## src/rtl/data_ring_writer_pkg.sv

```systemverilog
// data_ring_writer_pkg: shared controller state encodings and ring-bound helpers for ring-buffer address generators.
package data_ring_writer_pkg;
    typedef enum logic {SLEEP = 1'b0, RUN = 1'b1} ring_state_t;
    localparam int RING_ADDR_W   = 12;
    localparam int RING_OFFSET_W = 10;
    localparam int RING_SAMPLE_W = 16;
    function automatic logic ring_span_ok(input int unsigned lo, input int unsigned hi, input int unsigned ow);
        return (hi >= lo) && ((hi - lo) < (32'd1 << ow));
    endfunction
endpackage

```

## src/rtl/ring_addr_next.sv

```systemverilog
// ring_addr_next: next ring address, wrapping from hi back to lo.
module ring_addr_next #(
    parameter int W = 12
) (
    input  logic [W-1:0] cur,
    input  logic [W-1:0] lo,
    input  logic [W-1:0] hi,
    output logic [W-1:0] nxt
);
    assign nxt = (cur == hi) ? lo : cur + W'(1);
endmodule

```

## src/rtl/data_ring_writer.sv

```systemverilog
// data_ring_writer: writes an input sample stream into a bounded RAM ring and reports head offset and fill status.
module data_ring_writer
    import data_ring_writer_pkg::*;
#(
    parameter int DATA_ADDRESS_WIDTH = RING_ADDR_W,
    parameter int DATA_OFFSET_WIDTH  = RING_OFFSET_W,
    parameter int SAMPLE_WIDTH       = RING_SAMPLE_W
) (
    input  logic                          clk,
    input  logic                          clr,
    input  logic                          init,
    input  logic [DATA_ADDRESS_WIDTH-1:0] data_uptr,
    input  logic [DATA_ADDRESS_WIDTH-1:0] data_lptr,
    input  logic                          in_valid,
    input  logic [SAMPLE_WIDTH-1:0]       in_data,
    output logic                          in_ready,
    input  logic                          lock,
    output logic                          ram_we,
    output logic [DATA_ADDRESS_WIDTH-1:0] ram_waddr,
    output logic [SAMPLE_WIDTH-1:0]       ram_wdata,
    output logic [DATA_OFFSET_WIDTH-1:0]  head_offset,
    output logic                          primed,
    output logic                          cfg_err
);
    localparam int AW = DATA_ADDRESS_WIDTH;
    localparam int OW = DATA_OFFSET_WIDTH;
    localparam int CW = DATA_OFFSET_WIDTH + 1;
    ring_state_t state, state_nx;
    logic [AW-1:0] uptr, lptr, head, head_nx;
    logic [CW-1:0] fill, depth;
    logic init_ok, acc;
    assign init_ok  = ring_span_ok(32'(data_uptr), 32'(data_lptr), 32'(OW));
    assign in_ready = (state == RUN) && !lock && !init;
    assign acc      = in_valid && in_ready;
    // depth = number of slots, fits CW bits since span < 2^OW
    assign depth    = CW'(lptr - uptr) + CW'(1);
    ring_addr_next #(.W(AW)) u_next (.cur(head), .lo(uptr), .hi(lptr), .nxt(head_nx));
    always_comb begin
        state_nx = state;
        if (init) state_nx = init_ok ? RUN : SLEEP;
    end
    always_ff @(posedge clk) begin
        if (clr) begin
            state       <= SLEEP;
            uptr        <= '0;
            lptr        <= '0;
            head        <= '0;
            fill        <= '0;
            ram_we      <= 1'b0;
            ram_waddr   <= '0;
            ram_wdata   <= '0;
            head_offset <= '0;
            primed      <= 1'b0;
            cfg_err     <= 1'b0;
        end else begin
            state  <= state_nx;
            ram_we <= acc;
            if (init) begin
                fill    <= '0;
                primed  <= 1'b0;
                cfg_err <= !init_ok;
                if (init_ok) begin
                    uptr        <= data_uptr;
                    lptr        <= data_lptr;
                    head        <= data_lptr;
                    head_offset <= OW'(data_lptr - data_uptr);
                end
            end else if (acc) begin
                head        <= head_nx;
                ram_waddr   <= head_nx;
                ram_wdata   <= in_data;
                head_offset <= OW'(head_nx - uptr);
                if (fill != depth) fill <= fill + CW'(1);
                if (fill + CW'(1) == depth) primed <= 1'b1;
            end
        end
    end
endmodule
```

## config.mk

```make
export PLATFORM = sky130hd
export DESIGN_NAME = data_ring_writer
export DESIGN_NICKNAME = d
export VERILOG_FILES = /design/src/rtl/data_ring_writer_pkg.sv /design/src/rtl/ring_addr_next.sv /design/src/rtl/data_ring_writer.sv
export SDC_FILE = /design/constraint.sdc
export NUM_CORES = 1
export LEC_CHECK = 0
export CAP_MARGIN = 15
export CORE_MARGIN = 10
export CORE_UTILIZATION = 55
export CTS_BUF_LIST = sky130_fd_sc_hd__clkbuf_16
export CTS_CLUSTER_DIAMETER = 40
export DETAILED_ROUTE_END_ITERATION = 16
export PLACE_DENSITY = 0.91
export SYNTH_ARGS = -nofsm -noshare
export SYNTH_HDL_FRONTEND = slang
export SYNTH_HIERARCHICAL = 1
export SYNTH_SLANG_ARGS = --single-unit
export TNS_END_PERCENT = 50
```

## constraint.sdc

```tcl
create_clock -name clk -period 3.5 [get_ports clk]
set_input_delay 0.7 -clock clk [delete_from_list [all_inputs] [get_ports clk]]
set_output_delay 0.7 -clock clk [all_outputs]
set_load 0.01 [all_outputs]
```

==> out/qor.csv <==
metric,value,unit
drt-initial-drc-count,832,
grt_usage,23.4,%
overflow,0,
cp_data_required_time,3770,ps
tritoncts,yes,
routedWlPerCell,20.4,um
grt_max_degree,70,
p_leak,3.29,nW
cts_buffer_depth,2,
muxShareOfSynthArea,6.99,%
synth_compound_area_share,19.4,%
seq_area,0.00178,mm^2
worstReg2RegEnd,head_offset[9]$_SDFFE_PP0P_,
cts_sinks,89,
htreeDepth,3,
rows,38,
clock_latency,360,ps
fin_ws,93.6,ps
hold_class,reg -> reg,
clk_pin_slew,70,ps
syn_area_per_cell,8.27,um^2
drv_slew,0,
ys_seq_elements,89,
syn-num-nets,841,
worst_pin_slew,751,ps
reg2reg_slack,90,ps
drc_errors,0,
nNetsFinal,964,
met1_usage,25.6,%
finalSetupViolCount,0,
multi_input_area,0.00410,mm^2
whs_path_depth,2,
reg2reg_depth,12,
vias,6457,
die_w,126,um
root_buffer,clkbuf_16,
yosys.area_share.simple,20.6,%
crit_path_max_fanout,11,
use_met3,6.29,%
synth_edf_count,0,
use_met2,40.9,%
ios,87,
yosysWarnings,6,
synth_top_family_by_area,simple AND/OR/NAND/NOR gates,
synth_ff_type,dfxtp_1,
hpwl,14000,um
synthAdderAreaFrac,9.43,%
synthCells,751,
grt_antenna_before_repair,0,
fmax,0.294,GHz
postLayoutCoreUtil,73.4,%
drive_gt1_share,16.3,%
yosys.cell_types.count,66,
cp.arrival,3670,ps
grt_pass1_wl,30800,um
die_area,0.0159,mm^2
min_from,ram_wdata[6]$_SDFFE_PP0P_,
start_util,56.8,%
r2r_start,lptr[4]$_SDFFE_PP0P_,
fin_worst_skew,12.5,ps
status,"complete, no violations",
first_pass_iters,7,
cap_violations,0,
core,0.0109,mm^2
power_density,385,mW/mm^2
hold_violations,0,
ant_nets,0,
yosysSeqAreaShare,28.7,%
cts_hold_buf,0,
drt-vias-per-instance,6.34,
cp-start-kind,flop,
syn_to_final_growth,29.2,%
syn_area,0.00621,mm^2
path_class,reg -> reg,
wl,20700,um
holdWs,455,ps
die_h,126,um
cts_buffers,9,
fill_cells,740,
place_congestion,0.943,
pre_cts_ws,-244,ps
diodes,0,
finalCritPeriodShare,97.3,%
vdd_ir_drop_max,0.316,mV
final_cell_area,0.00803,mm^2
async_flop_share,0,%
first_global_vias,6193,
portBuffers,86,
end_kind,flop,
synth_xor_area_share,8.66,%
slew-limit-headroom,50.0,%
dpl_cell_area,0.00758,mm^2
min_to,ram_wdata[6]$_SDFFE_PP0P_,
fin_crit,3410,ps
grt.busiest_layer,met2,
[state kept, by name (all words and copies together) (netlist names)]
signal       count
head            12
lptr            12
cfg_err          1
head_offset     10
ram_waddr       12
state            1
fill            11
ram_we           1
ram_wdata       16
uptr            12
primed           1
[stage by stage]
step,cells,TNS (ps),power (mW)
floorplan,751,0,1.73
global placement,998,-3260,2.05
detailed placement,998,-7500,2.07
CTS,1014,0,3.03
global route,1019,-25.7,3.20
finish,1019,0,3.09
[worst max path at each step]
stage | startpoint | to | slack [ps] | cells after the start
2_1_floorplan | data_lptr[0] | head[10]$_SDFFE_PP0P_ | 270 | 13
3_3_place_gp | data_uptr[0] | head[0]$_SDFFE_PP0P_ | -120 | 13
3_5_place_dp | data_uptr[0] | head[9]$_SDFFE_PP0P_ | -240 | 13
4_1_cts | lptr[6]$_SDFFE_PP0P_ | head_offset[8]$_SDFFE_PP0P_ | 7 | 14
5_1_grt | data_uptr[2] | head[3]$_SDFFE_PP0P_ | -30 | 12
6_report | lptr[4]$_SDFFE_PP0P_ | head_offset[9]$_SDFFE_PP0P_ | 90 | 12
[cells in the final DEF, fill, tap and decap left out, types with 3 or more instances in the layout]
master / n
a211oi_1: 17
a21o_1: 4
a21oi_1: 68
a31oi_1: 4
and2_1: 5
and3_1: 6
buf_12: 5
buf_4: 65
clkbuf_16: 11
clkdlybuf4s50_1: 83
dfxtp_1: 88
ha_1: 40
inv_1: 43
inv_6: 3
mux2_2: 3
mux2_4: 8
mux2i_1: 26
nand2_1: 87
nand2b_1: 3
nand3_1: 40
nand3_2: 3
nand4_1: 13
nor2_1: 21
nor2b_1: 6
nor3_1: 12
nor4_1: 17
nor4_2: 4
o211ai_1: 15
o211ai_2: 9
o21a_1: 4
o21ai_0: 26
o21ai_1: 10
o21bai_1: 3
or2_2: 4
or3_1: 10
or4_1: 6
xnor2_1: 29
xor2_1: 28
[worst max-delay path: stages (launching register included)]
cell	delay [ps]
dfxtp_1	350
xor2_1	190
nor4_2	320
nand3_2	180
buf_12	200
mux2_4	310
ha_1	220
or3_1	360
o31ai_1	340
o21ai_1	220
xnor2_1	230
mux2i_1	120
a221oi_1	280
[cells by family (layout without fill, tap and decap cells)]
kind of cell,Yosys count,in the layout
AOI/OAI and AO/OA,182,182
adders and majority gates,45,45
muxes,39,39
DFF,89,89
and+or+nand+nor,246,247
xor gates and xnor gates,59,59
buffers and inverters,91,218
[per-layer routing]
| layer | up-vias | part of all wire (%) |
|---|---|---|
| li1 | 2951 | - |
| met1 | 2942 | 36 |
| met2 | 450 | 48 |
| met3 | 114 | 9.4 |
| met4 | 0 | 6.0 |
| met5 | - | 0 |
[what timing repair did]
item / CTS / global route
hold endpoints to repair: 0 / 0
resized for setup: 1 / 17
pin swaps: 0 / 17
setup buffers: 0 / 2
cloned: 0 / 3
endpoints found under the setup margin: 1 / 51
[power breakdown]
part | internal (mW) | switching [mW]
registers | 1.04 | 0.0235
logic | 0.499 | 0.564
clock network | 0.500 | 0.468
[area by class of cell]
| class | count | area share, % |
|---|---|---|
| sequential | 89 | 22.2 |
| tap | 140 | 2.18 |
| clock buffer | 9 | 2.81 |
| multi-input combinational | 572 | 51.1 |
| timing repair buffer | 159 | 18.8 |
| clock inverter | 7 | 0.857 |
| inverter | 43 | 2.01 |
[cell usage after synthesis, drive strengths merged, types with 14 or more instances]
master,instances,area (um^2)
dfxtp,89,1780
inv,43,161
xor2,29,262
ha,42,526
nor2,21,78.8
a21oi,69,345
mux2i,28,280
nand3,43,238
clkbuf,25,93.8
nor4,21,150
nand2,87,327
o211ai,24,225
o21ai,36,180
nand4,14,93.8
buf,23,134
a211oi,19,160
xnor2,29,254
(Power assumes the default switching activity.)
